## src/rtl/warp_fetcher_pkg.sv

```systemverilog
// Shared types for the multi-warp instruction fetcher.
//   warp_state_t                 - scheduler-side per-warp state
//   fetcher_state_t              - fetch status reported to the decoder
//   instruction_t                - one instruction word
//   instruction_memory_address_t - instruction memory address / PC
//   fetch_slot_state_t           - internal per-warp fetch slot state
// `NUM_WARPS supplies the default warp count when not set on the command line.
`ifndef NUM_WARPS
`define NUM_WARPS 4
`endif

package warp_fetcher_pkg;

  typedef enum logic [2:0] {
    WARP_IDLE    = 3'd0,
    WARP_FETCH   = 3'd1,
    WARP_DECODE  = 3'd2,
    WARP_REQUEST = 3'd3,
    WARP_WAIT    = 3'd4,
    WARP_EXECUTE = 3'd5,
    WARP_UPDATE  = 3'd6,
    WARP_DONE    = 3'd7
  } warp_state_t;

  typedef enum logic [1:0] {
    FETCHER_IDLE     = 2'd0,
    FETCHER_FETCHING = 2'd1,
    FETCHER_DONE     = 2'd2
  } fetcher_state_t;

  typedef logic [31:0] instruction_t;
  typedef logic [15:0] instruction_memory_address_t;

  typedef enum logic [1:0] {
    SLOT_IDLE = 2'd0,
    SLOT_PEND = 2'd1,
    SLOT_BUSY = 2'd2,
    SLOT_DONE = 2'd3
  } fetch_slot_state_t;

endpackage

```

## src/rtl/warp_fetcher_rr_arbiter.sv

```systemverilog
// Round-robin arbiter for the shared instruction-memory read channel.
// Ports:
//   clk, reset  - clock, async active-low reset (pointer -> 0)
//   req         - one request bit per warp
//   en          - arbitration allowed this cycle (channel free)
//   gnt         - one-hot grant (only meaningful while en)
//   gnt_idx     - index of the granted warp
//   gnt_valid   - a grant is issued this cycle
// The pointer advances past the winner only when a grant is actually issued.
module warp_fetcher_rr_arbiter #(
  parameter int NUM_WARPS     = 4,
  parameter int WARP_ID_WIDTH = $clog2(NUM_WARPS)
) (
  input  logic                     clk,
  input  logic                     reset,
  input  logic [NUM_WARPS-1:0]     req,
  input  logic                     en,
  output logic [NUM_WARPS-1:0]     gnt,
  output logic [WARP_ID_WIDTH-1:0] gnt_idx,
  output logic                     gnt_valid
);

  logic [WARP_ID_WIDTH-1:0] ptr_q;

  // Scan from the pointer upward, wrapping, and take the first requester.
  always_comb begin
    int k;
    k         = 0;
    gnt       = '0;
    gnt_idx   = '0;
    gnt_valid = 1'b0;
    for (int i = 0; i < NUM_WARPS; i++) begin
      k = int'(ptr_q) + i;
      if (k >= NUM_WARPS) k = k - NUM_WARPS;
      if (en && !gnt_valid && req[k]) begin
        gnt_valid = 1'b1;
        gnt[k]    = 1'b1;
        gnt_idx   = WARP_ID_WIDTH'(k);
      end
    end
  end

  always_ff @(posedge clk or negedge reset) begin
    if (!reset) begin
      ptr_q <= '0;
    end else if (gnt_valid) begin
      if (gnt_idx == WARP_ID_WIDTH'(NUM_WARPS - 1)) ptr_q <= '0;
      else                                          ptr_q <= gnt_idx + WARP_ID_WIDTH'(1);
    end
  end

endmodule

```

## src/rtl/warp_fetcher.sv

```systemverilog
// Multi-warp instruction fetch unit: NUM_WARPS per-warp fetch slots share one
// instruction-memory read channel with a single transaction in flight.
// Ports:
//   clk, reset                    - clock, async active-low reset
//   warp_state[w], pc[w]          - per-warp scheduler state and program counter
//   instruction_mem_read_ready    - memory response valid this cycle
//   instruction_mem_read_data     - memory response data
//   instruction_mem_read_valid    - request pending (held until ready)
//   instruction_mem_read_address  - request address (stable while valid)
//   fetcher_state[w]              - IDLE / FETCHING / DONE per warp
//   instruction[w]                - last instruction fetched for warp w
// Optional macro FETCHER_REUSE_EN: per-warp single-entry tag; a fetch of the
// same address as the warp's last completed fetch finishes without memory.
module warp_fetcher
  import warp_fetcher_pkg::*;
#(
  parameter int NUM_WARPS = `NUM_WARPS
) (
  input  logic                                        clk,
  input  logic                                        reset,
  input  warp_state_t                 [NUM_WARPS-1:0] warp_state,
  input  instruction_memory_address_t [NUM_WARPS-1:0] pc,
  input  logic                                        instruction_mem_read_ready,
  input  instruction_t                                instruction_mem_read_data,
  output logic                                        instruction_mem_read_valid,
  output instruction_memory_address_t                 instruction_mem_read_address,
  output fetcher_state_t              [NUM_WARPS-1:0] fetcher_state,
  output instruction_t                [NUM_WARPS-1:0] instruction
);

  localparam int WARP_ID_WIDTH = $clog2(NUM_WARPS);

  fetch_slot_state_t           slot_q [NUM_WARPS];
  instruction_memory_address_t pc_q   [NUM_WARPS];

  logic [NUM_WARPS-1:0]     req;
  logic [NUM_WARPS-1:0]     gnt;
  logic [NUM_WARPS-1:0]     hit;
  logic [WARP_ID_WIDTH-1:0] gnt_idx;
  logic                     gnt_valid;
  logic                     mem_done;

  // Only the single BUSY warp can be the target of a completion.
  assign mem_done = instruction_mem_read_valid && instruction_mem_read_ready;

`ifdef FETCHER_REUSE_EN
  instruction_memory_address_t tag_addr_q  [NUM_WARPS];
  logic [NUM_WARPS-1:0]        tag_valid_q;

  always_comb begin
    hit = '0;
    for (int w = 0; w < NUM_WARPS; w++)
      hit[w] = tag_valid_q[w] && (pc[w] == tag_addr_q[w]);
  end

  always_ff @(posedge clk or negedge reset) begin
    if (!reset) begin
      tag_valid_q <= '0;
      for (int w = 0; w < NUM_WARPS; w++) tag_addr_q[w] <= '0;
    end else begin
      for (int w = 0; w < NUM_WARPS; w++) begin
        if (slot_q[w] == SLOT_BUSY && mem_done) begin
          tag_valid_q[w] <= 1'b1;
          tag_addr_q[w]  <= pc_q[w];
        end
      end
    end
  end
`else
  assign hit = '0;
`endif

  // Eligibility comes from registered state, so a warp entering PEND on the
  // same edge as a grant decision waits until the following cycle.
  always_comb begin
    req = '0;
    for (int w = 0; w < NUM_WARPS; w++) req[w] = (slot_q[w] == SLOT_PEND);
  end

  warp_fetcher_rr_arbiter #(
    .NUM_WARPS     (NUM_WARPS),
    .WARP_ID_WIDTH (WARP_ID_WIDTH)
  ) u_arb (
    .clk       (clk),
    .reset     (reset),
    .req       (req),
    .en        (!instruction_mem_read_valid),
    .gnt       (gnt),
    .gnt_idx   (gnt_idx),
    .gnt_valid (gnt_valid)
  );

  always_ff @(posedge clk or negedge reset) begin
    if (!reset) begin
      for (int w = 0; w < NUM_WARPS; w++) begin
        slot_q[w]      <= SLOT_IDLE;
        pc_q[w]        <= '0;
        instruction[w] <= '0;
      end
    end else begin
      for (int w = 0; w < NUM_WARPS; w++) begin
        case (slot_q[w])
          SLOT_IDLE: if (warp_state[w] == WARP_FETCH) begin
            pc_q[w]   <= pc[w];
            slot_q[w] <= hit[w] ? SLOT_DONE : SLOT_PEND;
          end
          SLOT_PEND: if (gnt[w]) slot_q[w] <= SLOT_BUSY;
          SLOT_BUSY: if (mem_done) begin
            instruction[w] <= instruction_mem_read_data;
            slot_q[w]      <= SLOT_DONE;
          end
          SLOT_DONE: if (warp_state[w] == WARP_DECODE) slot_q[w] <= SLOT_IDLE;
          default:   slot_q[w] <= SLOT_IDLE;
        endcase
      end
    end
  end

  // Completion drops valid; the arbiter is only enabled while valid is low,
  // which guarantees at least one idle cycle between transactions.
  always_ff @(posedge clk or negedge reset) begin
    if (!reset) begin
      instruction_mem_read_valid   <= 1'b0;
      instruction_mem_read_address <= '0;
    end else if (instruction_mem_read_valid) begin
      if (instruction_mem_read_ready) instruction_mem_read_valid <= 1'b0;
    end else if (gnt_valid) begin
      instruction_mem_read_valid   <= 1'b1;
      instruction_mem_read_address <= pc_q[gnt_idx];
    end
  end

  always_comb begin
    for (int w = 0; w < NUM_WARPS; w++) begin
      case (slot_q[w])
        SLOT_PEND, SLOT_BUSY: fetcher_state[w] = FETCHER_FETCHING;
        SLOT_DONE:            fetcher_state[w] = FETCHER_DONE;
        default:              fetcher_state[w] = FETCHER_IDLE;
      endcase
    end
  end

endmodule
```

## config.mk

```make
export PLATFORM = sky130hd
export DESIGN_NAME = warp_fetcher
export DESIGN_NICKNAME = d
export VERILOG_FILES = /design/src/rtl/warp_fetcher_pkg.sv /design/src/rtl/warp_fetcher_rr_arbiter.sv /design/src/rtl/warp_fetcher.sv
export SDC_FILE = /design/constraint.sdc
export NUM_CORES = 1
export LEC_CHECK = 0
export BUFFER_PORTS_ARGS = -buffer_cell sky130_fd_sc_hd__buf_2
export CORE_AREA = 2 2 134 136
export DETAILED_ROUTE_END_ITERATION = 7
export DIE_AREA = 0 0 136 138
export PLACE_DENSITY_LB_ADDON = 0.15
export SYNTH_ARGS = -nofsm -noshare
export SYNTH_HDL_FRONTEND = slang
export SYNTH_HIERARCHICAL = 1
export SYNTH_SLANG_ARGS = --single-unit
```

## constraint.sdc

```tcl
create_clock -name clk -period 7.9 [get_ports clk]
set_input_delay 1.58 -clock clk [delete_from_list [all_inputs] [get_ports clk]]
set_output_delay 1.58 -clock clk [all_outputs]
set_load 0.005 [all_outputs]
```

; After elaboration in Yosys (flattened, before gate mapping)
; Cells that the tools add are included.
; W data, S select, Z words.
[totals]
output_inout_bits = 153
register_bits = 219
inputBits = 111
[op_classes]
reduce_logical = 37
n_lt_le_gt_ge = 13
muxes = 64
n_bitwise = 5
add_sub_neg = 8
eq_ne = 37
[op_table]
columns = operator, count
row1 = $ge A32 B1 Y1 const B, 4
row2 = $lt A32 B4 Y1 const B, 4
row3 = $mux W32, 4
row4 = $ge A32 B4 Y1 const B, 3
row5 = $sub A32 B4 Y32 const B, 3
row6 = $mux W2, 18
row7 = $bmux W16 S2, 1
row8 = $mux W16, 2
row9 = $ne A2 B2 Y1 const B, 16
row10 = $pmux W2 S4, 4
row11 = $mux W1, 19
row12 = $eq A2 B2 Y1 const B, 9
row13 = $reduce_and A2 Y1, 9
row14 = $mux W4, 4
row15 = $pmux W2 S2, 4
row16 = $reduce_and A4 Y1, 4
row17 = $eq A3 B1 Y1 const B, 4
row18 = $eq A3 B2 Y1 const B, 4
row19 = $logic_and A1 B1 Y1, 12
row20 = $or A4 B4 Y4, 3
row21 = $bmux W1 S2, 4
row22 = $demux W1 S2, 4
row23 = $eq A2 B1 Y1 const B, 4
row24 = $logic_not A2 Y1, 4
row25 = other kinds (10), 17

; Logic depth before layout (Yosys ltp)
; Gate-level depths: netlist (run 1).
[logic_depth]
word_depth = 23
depth_mapped = 14

; By module
; The synthesis (run 1) kept the hierarchy.
[modules_own_cells]
columns = mod, area_per_inst_um2, cells_per_inst, seq_area_each_um2, instances
row1 = warp_fetcher, 8892.3, 545, 5430.2, 1
row2 = warp_fetcher_rr_arbiter, 594.3, 56, 50.0, 1

; Worst setup path before layout (run 1)
; No wires, ideal clock.
[synth_timing]
path_type = register to register
startpoint = register (tool-made name)
endpoint = register instruction_mem_read_address[10]
path_stages_with_launch = 13
t_required_ns = 7.775
period_less_slack_ns = 3.643
t_arrival_ns = 3.519
setup_slack_ns = 4.257
cell_sequence = dfrtp_1 -> buf_4 -> inv_1 -> ha_1 -> mux4_2 -> and3b_1 -> buf_6 -> o21bai_4 -> o2bb2ai_2 -> buf_2 -> buf_2 -> mux4_2 -> mux2_2
[synth_lines]
columns = element, line_no
row1 = end signal: assignment, warp_fetcher.sv:129  ; instruction_mem_read_address <= pc_q[gnt_idx];
row2 = end: declaration, warp_fetcher.sv:26  ; output instruction_memory_address_t instruction_mem_read_address,

==> results of run 1 <==
## state kept, by name, indices dropped and copies added, names as in the netlist, named ones only
register,flops
instruction,128
pc_q,64
instruction_mem_read_address,16
slot_q,8
instruction_mem_read_valid,1
u_arb/ptr_q,1
## layout make-up
class	instances	area (sq um)	share of cell area, %
timing repair buffer	267	1360	11.5
inverter	22	82.6	0.703
clock inverter	5	32.5	0.277
multi-input combinational	335	3820	32.5
antenna	2	5.00	0.0426
tap	229	287	2.44
clock buffer	33	683	5.82
sequential	219	5480	46.7
## per-layer routing
metal	global-route usage, %	part of all wire, %	vias up
met3	6.34	6.9	52
met4	9.54	3.4	0
met1	30.5	39	3138
met5	0	0	-
met2	40.9	50	208
li1	-	-	2697
## placed cells by master (no fill, tap or decap), types with 3 or more instances in the layout
| cell type | netlist | final |
|---|---|---|
| clkbuf_1 | 6 | 3 |
| buf_4 | 4 | 4 |
| mux2_2 | 214 | 214 |
| clkbuf_8 | 0 | 8 |
| nand2_1 | 8 | 8 |
| o31ai_1 | 4 | 4 |
| clkbuf_16 | 0 | 23 |
| nor2_1 | 6 | 6 |
| nor2_2 | 4 | 4 |
| dfrtp_1 | 219 | 219 |
| or3b_1 | 4 | 4 |
| mux4_2 | 18 | 18 |
| nand3_2 | 0 | 4 |
| buf_2 | 4 | 262 |
| a22o_2 | 4 | 4 |
| ha_1 | 31 | 31 |
| a221o_1 | 4 | 4 |
| mux2i_1 | 5 | 5 |
| a222oi_1 | 4 | 4 |
| clkinv_2 | 0 | 3 |
| inv_1 | 22 | 22 |
## power breakdown
part | switching (mW) | total, mW | internal, mW
Combinational | 1.00 | 2.30 | 1.30
Clock | 0.420 | 1.02 | 0.597
Sequential | 0.322 | 2.02 | 1.70
Total | 1.75 | 5.34 | 3.60
## worst max-delay path: stages (launching register included)
cell and delay [ns]:
dfrtp_1 0.61, inv_1 0.24, ha_1 0.48, mux4_2 0.55
and3b_1 0.30, o21bai_4 0.21, o2bb2ai_2 0.11, buf_4 0.36
mux4_2 0.56, mux2_2 0.28
## worst paths after layout
check                                                               endpoint                        from  cells past startpoint  slack, ns
worst max-delay path            instruction_mem_read_address[10]$_DFFE_PN0P_                    register                      9       4.08
worst min-delay path                              instruction[4]$_DFFE_PN0P_  instruction[4]$_DFFE_PN0P_                      1       0.50
worst max register to register  instruction_mem_read_address[10]$_DFFE_PN0P_                    register                      9       4.08
worst min register to register                    instruction[4]$_DFFE_PN0P_  instruction[4]$_DFFE_PN0P_                      1       0.50
max in group asynchronous                        instruction[72]$_DFFE_PN0P_                       reset                      2       5.48
min in group asynchronous                               pc_q[63]$_DFFE_PN0P_                       reset                      1       1.04
## through the flow
stage	power [mW]	cells
5_1_grt	5.70	1112
3_5_place_dp	4.35	1072
4_1_cts	5.39	1110
3_3_place_gp	4.20	1072
2_1_floorplan	3.50	601
6_report	5.34	1112
## cell families (layout without fill, tap and decap cells)
kind of cell / after synthesis / after routing / share of synthesized area [%]
xor gates and xnor gates: 2 / 2 / 0.185
adders and majority gates: 31 / 31 / 4.09
and+or+nand+nor: 37 / 37 / 2.37
DFF: 219 / 219 / 57.8
AOI/OAI and AO/OA: 26 / 26 / 2.76
muxes: 239 / 239 / 30.6
other: 0 / 2 / 0
buffers and inverters: 47 / 327 / 2.23
==> summary.txt, run 1 <==
Run status
  – Status: finished clean

Job
  – Max_cap viols: 0

Synthesis
  – Seq/Total Area, Yosys: 57.8%
  – Predominant post-synthesis flop cell: dfrtp_1
  – Commonest cells in the netlist: 219 x dfrtp_1, 214 x mux2_2, 31 x ha_1
  – Most common cell in the netlist: dfrtp_1
  – Synth cell types: 41
  – Post-synthesis register bit count: 219
  – Synthesized netlist net count: 743
  – EDFF count, synth: 0
  – Top cell type's share of synthesized area: 57.8%
  – Post-synth top area cell: dfrtp_1
  – Post-synthesis cell area: 9490 sq um
  – Fraction of registers with async set/reset: 100%
  – Synth Instances: 601
  – Yosys warning total: 6
  – Syn avg cell area: 15.8 sq um
  – Area contributors post-synth: dfrtp_1 58%, mux2_2 25%, mux4_2 4.3%, ha_1 4.1%, inv_1 0.87%

Timing
  – RSZ-0062 raised after global routing: no
  – Clk_skew: 0.00879 ns
  – Total Neg Setup Slack: 0 ns
  – Final period util: 48.3%
  – Pins Over Slew Limit: 0
  – Final setup margin: 4.08 ns
  – Post-layout minimum cycle time: 3.82 ns
  – Setup violations, final: 0
  – Slew margin rel.: 25.4%
  – Max Freq: 0.262 GHz
  – Least-Margin Pin Slew: 1.12 ns
  – Hold slack: 0.499 ns
  – Hold Vio Cnt, Final: 0

Floorplan
  – I/O pin total: 264
  – Die area: 18800 sq um
  – Core area: 17500 sq um
  – Die Y-Extent: 138 um
  – Initial Util: 54.1%
  – Die W: 136 um
  – # rows: 49

Worst setup path
  – Critical path endpoint category: register
  – Maximum fanout along the worst path: 17
  – Crit Path Class: register to register
  – CP arrival: 4.20 ns
  – Worst EP required: 8.29 ns
  – Crit path launch type: register

Placement
  – Post-DP HPWL: 15.7 mm
  – Post-Place Cell Area: 11000 sq um
  – Place WS: 4.08 ns
  – GPL Wtd Cong: 0.832
  – IO buf count: 263

Worst hold path
  – Min-Delay Path Class: register to register

Clock network
  – CTS root buf: clkbuf_16
  – PostCTS Resize Cnt: 0
  – Clock latency at the later pin of the worst-skew pair: 0.51 ns
  – Clock slew at reported path FFs: 0.06 ns
  – Hold buffer count at cts: 0
  – Post-CTS Setup Inserts: 0
  – H-Tree Level Count: 1
  – CTS tree: yes
  – Sink Count: 219
  – Max Root-Sink Buffers: 3
  – CTS buffer count: 23

Global route
  – GRT overflow: 0
  – Largest net degree at the start of global routing: 83
  – First-pass GRT wire length: 36.1 mm
  – Initial antenna violation count: 2
  – Number of global-route vias before repair: 6794
  – Gr usage total: 24.5%

Power and ir drop
  – Power Density: 455 nW/um^2
  – Leak: 5.70 nW
  – Peak VDD IR: 234 uV

Routing
  – DR vias: 6095
  – Drt first-iter violations: 229
  – Via density: 5.48
  – Post-Route WL: 22.4 mm
  – First-pass DRT Iterations: 5
  – WL/cell: 20.2 um
  – Routed Antenna Nets: 0
  – DRC: 0

Final layout
  – Fraction of layout cells with a size suffix above 1: 63.1%
  – Layout Utilization: 67.0%
  – Nets: 1010
  – Final instance area: 11700 sq um
  – Fillers: 1340
  – Area grow syn2layout: 23.8%
(Power assumes the default switching activity.)
==> inputs of run 2 (changes only) <==
--- a/config.mk
+++ b/config.mk
@@ -6,9 +6,9 @@
 export NUM_CORES = 1
 export LEC_CHECK = 0
 export BUFFER_PORTS_ARGS = -buffer_cell sky130_fd_sc_hd__buf_2
-export CORE_AREA = 2 2 134 136
+export CORE_AREA = 2 2 139 141
 export DETAILED_ROUTE_END_ITERATION = 7
-export DIE_AREA = 0 0 136 138
+export DIE_AREA = 0 0 141 143
 export PLACE_DENSITY_LB_ADDON = 0.15
 export SYNTH_ARGS = -nofsm -noshare
 export SYNTH_HDL_FRONTEND = slang
==> constraint.sdc (replaced) <==
create_clock -name clk -period 3.66 [get_ports clk]
set_input_delay 0.732 -clock clk [delete_from_list [all_inputs] [get_ports clk]]
set_output_delay 0.732 -clock clk [all_outputs]
set_load 0.005 [all_outputs]
==> summary.txt, run 2 (same netlist as run 1, synthesis figures left out) <==
Run status
  – Status: finished clean (unchanged)

Worst setup path
  – Crit Path Class: register to register (unchanged)
  – Worst EP required: 4.05 ns (was 8.29 ns)
  – Maximum fanout along the worst path: 9 (was 17)
  – Crit path launch type: register (unchanged)
  – CP arrival: 3.76 ns (was 4.20 ns)
  – Critical path endpoint category: register (unchanged)
  – Setup crit start: u_arb/ptr_q[1]$_DFFE_PN0P_
  – Reg2reg start: u_arb/ptr_q[1]$_DFFE_PN0P_

Timing
  – Post-layout minimum cycle time: 3.37 ns (was 3.82 ns)
  – Clk_skew: 0.00549 ns (was 0.00879 ns)
  – Final period util: 92.1% (was 48.3%)
  – Setup violations, final: 0 (unchanged)
  – RSZ-0062 raised after global routing: no (unchanged)
  – Least-Margin Pin Slew: 1.02 ns (was 1.12 ns)
  – Pins Over Slew Limit: 0 (unchanged)
  – Hold Vio Cnt, Final: 0 (unchanged)
  – Total Neg Setup Slack: 0 ns (unchanged)
  – Slew margin rel.: 31.4% (was 25.4%)
  – Hold slack: 0.217 ns (was 0.499 ns)
  – Max Freq: 0.297 GHz (was 0.262 GHz)

Placement
  – IO buf count: 263 (unchanged)
  – GPL Wtd Cong: 0.817 (was 0.832)
  – Post-DP HPWL: 16.2 mm (was 15.7 mm)

Power and ir drop
  – Peak VDD IR: 500 uV (was 234 uV)
  – Power Density: 982 nW/um^2 (was 455 nW/um^2)
  – Sw frac: 32.4% (was 32.7%)
  – Net Switching: 3.79 mW (was 1.75 mW)
  – Leak: 5.78 nW (was 5.70 nW)
  – Final Power: 11.7 mW (was 5.34 mW)
  – Clk pwr share: 19.4% (was 19.0%)
  – Reg power frac: 37.1% (was 37.8%)
  – Pint: 7.90 mW (was 3.60 mW)
  – Combinational share of power: 43.5% (was 43.1%)

Floorplan
  – Die area: 20200 sq um (was 18800 sq um)
  – Die Y-Extent: 143 um (was 138 um)
  – # rows: 50 (was 49)
  – Core area: 18600 sq um (was 17500 sq um)
  – Die W: 141 um (was 136 um)
  – Initial Util: 51.1% (was 54.1%)
  – I/O pin total: 264 (unchanged)

Global route
  – Largest net degree at the start of global routing: 87 (was 83)
  – Global routing usage on met1: 27.8% (was 30.5%)
  – Grt met3 use: 6.34% (about the same)
  – Gr usage total: 22.7% (was 24.5%)
  – Initial antenna violation count: 1 (was 2)
  – Most Crowded Layer GR: met2 (unchanged)
  – Global-route met2 utilization: 39.7% (was 40.9%)
  – First-pass GRT wire length: 35.9 mm (was 36.1 mm)
  – GRT overflow: 0 (unchanged)
  – Number of global-route vias before repair: 6745 (was 6794)

Clock network
  – CTS tree: yes (unchanged)
  – CTS root buf: clkbuf_16 (unchanged)
  – CTS buffer count: 24 (was 23)
  – Sink Count: 219 (unchanged)
  – Clock slew at reported path FFs: 0.06 ns (about the same)
  – Max Root-Sink Buffers: 3 (unchanged)
  – Clock latency at the later pin of the worst-skew pair: 0.51 ns (about the same)
  – H-Tree Level Count: 1 (unchanged)
  – Post-CTS Setup Inserts: 0 (unchanged)

Routing
  – WL/cell: 20.0 um (was 20.2 um)
  – First-pass DRT Iterations: 6 (was 5)
  – Drt first-iter violations: 201 (was 229)
  – Post-Route WL: 22.7 mm (was 22.4 mm)
  – DRC: 0 (unchanged)
  – DR vias: 6063 (was 6095)
  – Routed Antenna Nets: 0 (unchanged)
  – Via density: 5.36 (was 5.48)

Final layout
  – Fraction of layout cells with a size suffix above 1: 63.4% (was 63.1%)
  – Top reg by flops: instruction (unchanged)
  – Top flop regs: instruction (128), pc_q (64), instruction_mem_read_address (16) (unchanged)
  – Most frequent cells in the layout: 262 x buf_2, 218 x dfrtp_1, 214 x mux2_2 (was 262 x buf_2, 219 x dfrtp_1, 214 x mux2_2)
  – Max reg flops: 128 (unchanged)
  – Nets: 1024 (was 1010)
  – Area grow syn2layout: 25.4% (was 23.8%)
  – Fillers: 1404 (was 1340)
  – Commonest non-fill, non-tap cell in the layout: buf_2 (unchanged)

Job
  – Max_cap viols: 0 (unchanged)

Worst hold path
  – Min-Delay Path Class: input port to asynchronous set/reset pin (was register to register)
## run 2: cell types whose count changed in the layout (fill, tap and decap cells not counted), sizes merged
| cell | before | now |
|---|---|---|
| buf | 266 | 279 |
| bufinv | 0 | 1 |
| clkbuf | 34 | 36 |
| clkinv | 4 | 5 |
| diode | 2 | 1 |
| inv | 23 | 22 |
## run 2: timing repair
item,4_1_cts,5_1_grt
setup endpoints to repair,0,19
gates resized for setup,0,2
hold buffers,0,0
## run 2: worst max-delay path, cell delays in order (launching register included)
cell      delay (ns)
dfrtp_2         0.45
inv_1           0.15
ha_1            0.34
mux4_2          0.52
and3b_2         0.30
nor2_1          0.17
nand2_1         0.08
nor2_2          0.16
a221o_1         0.17
inv_1           0.04
a222oi_1        0.40
nand2_1         0.13
mux2_1          0.33
## run 2: cell type report
| cell class | count | area, sq um | share of cell area, % |
|---|---|---|---|
| diodes | 1 | 2.50 | 0.0210 |
| inverters | 22 | 82.6 | 0.694 |
| well taps | 234 | 293 | 2.46 |
| clock inverters | 6 | 70.1 | 0.589 |
| multi-input cells | 335 | 3820 | 32.1 |
| repair buffers | 280 | 1480 | 12.4 |
| clock buffers | 35 | 672 | 5.65 |
| flip-flops and latches | 219 | 5480 | 46.1 |
## run 2: power by group through the flow
stage / clock network (mW) / logic, mW / registers [mW]
floorplan: 0 / 3.23 / 4.32
global placement: 0 / 4.97 / 4.27
detailed placement: 0 / 5.15 / 4.35
CTS: 2.32 / 5.17 / 4.33
global route: 2.42 / 5.54 / 4.49
finish: 2.27 / 5.08 / 4.33
## run 2: final timing paths
kind	to	depth (start not counted)	slack (ns)
min reg2reg	instruction[41]$_DFFE_PN0P_	1	0.50
max reg2reg	slot_q[3]$_DFFE_PN0P_	12	0.29
max in group asynchronous	instruction[61]$_DFFE_PN0P_	2	2.45
max	slot_q[3]$_DFFE_PN0P_	12	0.29
min	pc_q[14]$_DFFE_PN0P_	1	0.22
min in group clk	pc_q[62]$_DFFE_PN0P_	2	0.45
## run 2: per-stage QoR
step | worst slack [ns] | cell area (sq um) | cells | utilization [%]
after global routing | 0.0105 | 11900 | 1131 | 64.0
after global placement | 0.277 | 11200 | 1090 | 60.0
after CTS | 0.129 | 11900 | 1131 | 64.0
after floorplan | 0.0166 | 9490 | 601 | -
final | 0.287 | 11900 | 1132 | 64.0
after detailed placement | 0.144 | 11200 | 1090 | 60.0
## run 2: layer usage
layer | vias up | part of all wire [%] | wire, um
met5 | - | 0 | 0
met4 | 0 | 1.8 | 417
met3 | 34 | 7.2 | 1630
met2 | 190 | 51 | 11600
met1 | 3115 | 40 | 9040
li1 | 2724 | - | -
==> inputs of run 3 (changes only) <==
--- a/config.mk
+++ b/config.mk
@@ -5,7 +5,7 @@
 export SDC_FILE = /design/constraint.sdc
 export NUM_CORES = 1
 export LEC_CHECK = 0
-export BUFFER_PORTS_ARGS = -buffer_cell sky130_fd_sc_hd__buf_2
+export BUFFER_PORTS_ARGS = -buffer_cell sky130_fd_sc_hd__buf_4
 export CORE_AREA = 2 2 139 141
 export DETAILED_ROUTE_END_ITERATION = 7
 export DIE_AREA = 0 0 141 143
==> summary.txt, run 3 (same netlist as run 1, synthesis figures left out) <==
Run status
  – Status: finished clean (unchanged)

Global route
  – Global routing usage on met1: 28.6% (was 27.8%)
  – Global-route met2 utilization: 40.3% (was 39.7%)
  – Grt met3 use: 6.00% (was 6.34%)
  – Initial antenna violation count: 0 (was 1)
  – Most Crowded Layer GR: met2 (unchanged)
  – Number of global-route vias before repair: 6745 (unchanged)
  – Largest net degree at the start of global routing: 86 (was 87)
  – First-pass GRT wire length: 36.7 mm (was 35.9 mm)
  – GRT overflow: 0 (unchanged)
  – Gr usage total: 23.3% (was 22.7%)

Final layout
  – Max reg flops: 128 (unchanged)
  – Fraction of layout cells with a size suffix above 1: 63.8% (was 63.4%)
  – Top reg by flops: instruction (unchanged)
  – Nets: 1024 (unchanged)
  – Top flop regs: instruction (128), pc_q (64), instruction_mem_read_address (16) (unchanged)
  – Layout Utilization: 67.8% (was 64.0%)
  – Area grow syn2layout: 32.9% (was 25.4%)
  – Ant. Diodes: 0 (was 1)
  – Final instance area: 12600 sq um (was 11900 sq um)
  – Most frequent cells in the layout: 277 x buf_4, 218 x dfrtp_1, 214 x mux2_2 (was 262 x buf_2, 218 x dfrtp_1, 214 x mux2_2)
  – Commonest non-fill, non-tap cell in the layout: buf_4 (was buf_2)

Worst setup path
  – Maximum fanout along the worst path: 9 (unchanged)
  – Reg2Reg Setup Slack: 0.28 ns (was 0.29 ns)
  – Worst r2r path cells: 13 (was 12)
  – Crit Path Class: register to register (unchanged)
  – Slowest CP cell: mux4_2 (unchanged)
  – R2R Path End: slot_q[3]$_DFFE_PN0P_ (unchanged)
  – Max stage delay on crit path: 0.52 ns (about the same)
  – CP arrival: 3.77 ns (was 3.76 ns)
  – Reg2reg start: u_arb/ptr_q[1]$_DFFE_PN0P_ (unchanged)
  – Worst EP required: 4.04 ns (was 4.05 ns)
  – Critical path endpoint category: register (unchanged)
  – Crit path launch type: register (unchanged)
  – CP Cell Sequence: inv_1 -> ha_1 -> mux4_2 -> and3b_1 -> nor2_1 -> nand2_1 -> nor2_2 -> a221o_1 -> inv_1 -> a222oi_1 -> buf_4 -> nand2_1 -> mux2_1 (was inv_1 -> ha_1 -> mux4_2 -> and3b_2 -> nor2_1 -> nand2_1 -> nor2_2 -> a221o_1 -> inv_1 -> a222oi_1 -> nand2_1 -> mux2_1)

Routing
  – WL/cell: 20.6 um (was 20.0 um)
  – Routed Antenna Nets: 0 (unchanged)
  – DRC: 0 (unchanged)
  – DR vias: 6139 (was 6063)
  – Drt first-iter violations: 284 (was 201)
  – First-pass DRT Iterations: 4 (was 6)
  – Via density: 5.42 (was 5.36)
  – Post-Route WL: 23.4 mm (was 22.7 mm)

Clock network
  – Hold buffer count at cts: 0 (unchanged)
  – CTS root buf: clkbuf_16 (unchanged)
  – H-Tree Level Count: 1 (unchanged)
  – CTS tree: yes (unchanged)
  – CTS buffer count: 24 (unchanged)
  – Clock slew at reported path FFs: 0.06 ns (about the same)
  – Clock latency at the later pin of the worst-skew pair: 0.51 ns (about the same)
  – Max Root-Sink Buffers: 3 (unchanged)
  – Sink Count: 219 (unchanged)

Placement
  – Post-Place Cell Area: 11800 sq um (was 11200 sq um)
  – IO buf count: 263 (unchanged)
  – Post-DP HPWL: 16.5 mm (was 16.2 mm)
  – GPL Wtd Cong: 0.825 (was 0.817)

Power and ir drop
  – Leak: 6.02 nW (was 5.78 nW)
  – Clk pwr share: 19.1% (was 19.4%)
  – Power Density: 981 nW/um^2 (was 982 nW/um^2)
  – Sw frac: 31.3% (was 32.4%)
  – Combinational share of power: 45.5% (was 43.5%)
  – Net Switching: 3.87 mW (was 3.79 mW)
  – Peak VDD IR: 504 uV (was 500 uV)
  – Reg power frac: 35.4% (was 37.1%)
  – Final Power: 12.4 mW (was 11.7 mW)
  – Pint: 8.50 mW (was 7.90 mW)

Timing
  – Final period util: 92.5% (was 92.1%)
  – Total Neg Setup Slack: 0 ns (unchanged)
  – Post-layout minimum cycle time: 3.38 ns (was 3.37 ns)
  – Least-Margin Pin Slew: 0.709 ns (was 1.02 ns)
  – Setup violations, final: 0 (unchanged)
  – Max Freq: 0.295 GHz (was 0.297 GHz)
  – Pins Over Slew Limit: 0 (unchanged)
  – RSZ-0062 raised after global routing: no (unchanged)
  – Clk_skew: 0.00595 ns (was 0.00549 ns)
  – Hold Vio Cnt, Final: 0 (unchanged)
  – Slew margin rel.: 52.7% (was 31.4%)

Floorplan
  – I/O pin total: 264 (unchanged)
  – Die area: 20200 sq um (unchanged)
  – Initial Util: 51.1% (unchanged)
  – Die Y-Extent: 143 um (unchanged)
  – # rows: 50 (unchanged)
  – Die W: 141 um (unchanged)
  – Core area: 18600 sq um (unchanged)

Job
  – Max_cap viols: 0 (unchanged)

Worst hold path
  – Min-Delay Path Class: input port to asynchronous set/reset pin (unchanged)
run 3: changes by cell type in the layout (fill, tap and decap cells not counted), moves of 4 or more:
cell and delta:
buf_4 +262, clkbuf_8 +7, clkbuf_1 -4, buf_2 -262
run 3: how the worst max path moves through the flow:
stage | startpoint | to | cells past startpoint
floorplan | register | instruction_mem_read_address[5]$_DFFE_PN0P_ | 12
CTS | u_arb/ptr_q[1]$_DFFE_PN0P_ | slot_q[3]$_DFFE_PN0P_ | 12
detailed placement | u_arb/ptr_q[1]$_DFFE_PN0P_ | slot_q[3]$_DFFE_PN0P_ | 12
finish | u_arb/ptr_q[1]$_DFFE_PN0P_ | slot_q[3]$_DFFE_PN0P_ | 13
global placement | u_arb/ptr_q[1]$_DFFE_PN0P_ | slot_q[3]$_DFFE_PN0P_ | 12
global route | u_arb/ptr_q[1]$_DFFE_PN0P_ | slot_q[3]$_DFFE_PN0P_ | 13
run 3: per-stage QoR:
stage	hold WS, ns	setup WS [ns]	instances
2_1_floorplan	0.436	0.0166	601
3_3_place_gp	0.485	0.309	1089
3_5_place_dp	0.494	0.0986	1089
4_1_cts	0.292	0.0471	1131
5_1_grt	0.299	0.0523	1132
6_report	0.239	0.275	1132
run 3: critical path: cells and delay by family, from the launching register on:
family | cells | cell delay, ns
adder cells (fa/ha/maj) | 1 | 0.34
AO/OA/AOI/OAI | 2 | 0.46
multiplexers | 2 | 0.84
AND/OR/NAND/NOR | 5 | 0.79
flip-flops | 1 | 0.46
buffers and inverters | 3 | 0.36
run 3: timing repair:
action,CTS,global route
buffers inserted,0,1
gates resized for setup,0,2
endpoints found under the setup margin,0,14
run 3: per-layer routing:
layer  wire [um]  vias to the layer above
met5           0                        -
met4         693                        0
met3        1610                       49
met2       11900                      203
met1        9160                     3161
li1            -                     2726
run 3: layout make-up:
type	instances	area (sq um)
Clock buffer	39	778
Clock inverter	3	15.0
Fill cell	1306	5970
Inverter	22	82.6
Multi-Input combinational cell	335	3820
Sequential cell	219	5480
Tap cell	234	293
Timing Repair Buffer	280	2130
run 3: power by group through the flow:
stage               clock network (mW)  logic [mW]  registers [mW]
floorplan                            0        3.23            4.32
global placement                     0        5.45            4.31
detailed placement                   0        5.66            4.40
CTS                               2.42        5.68            4.38
global route                      2.51        6.07            4.53
finish                            2.36        5.63            4.38
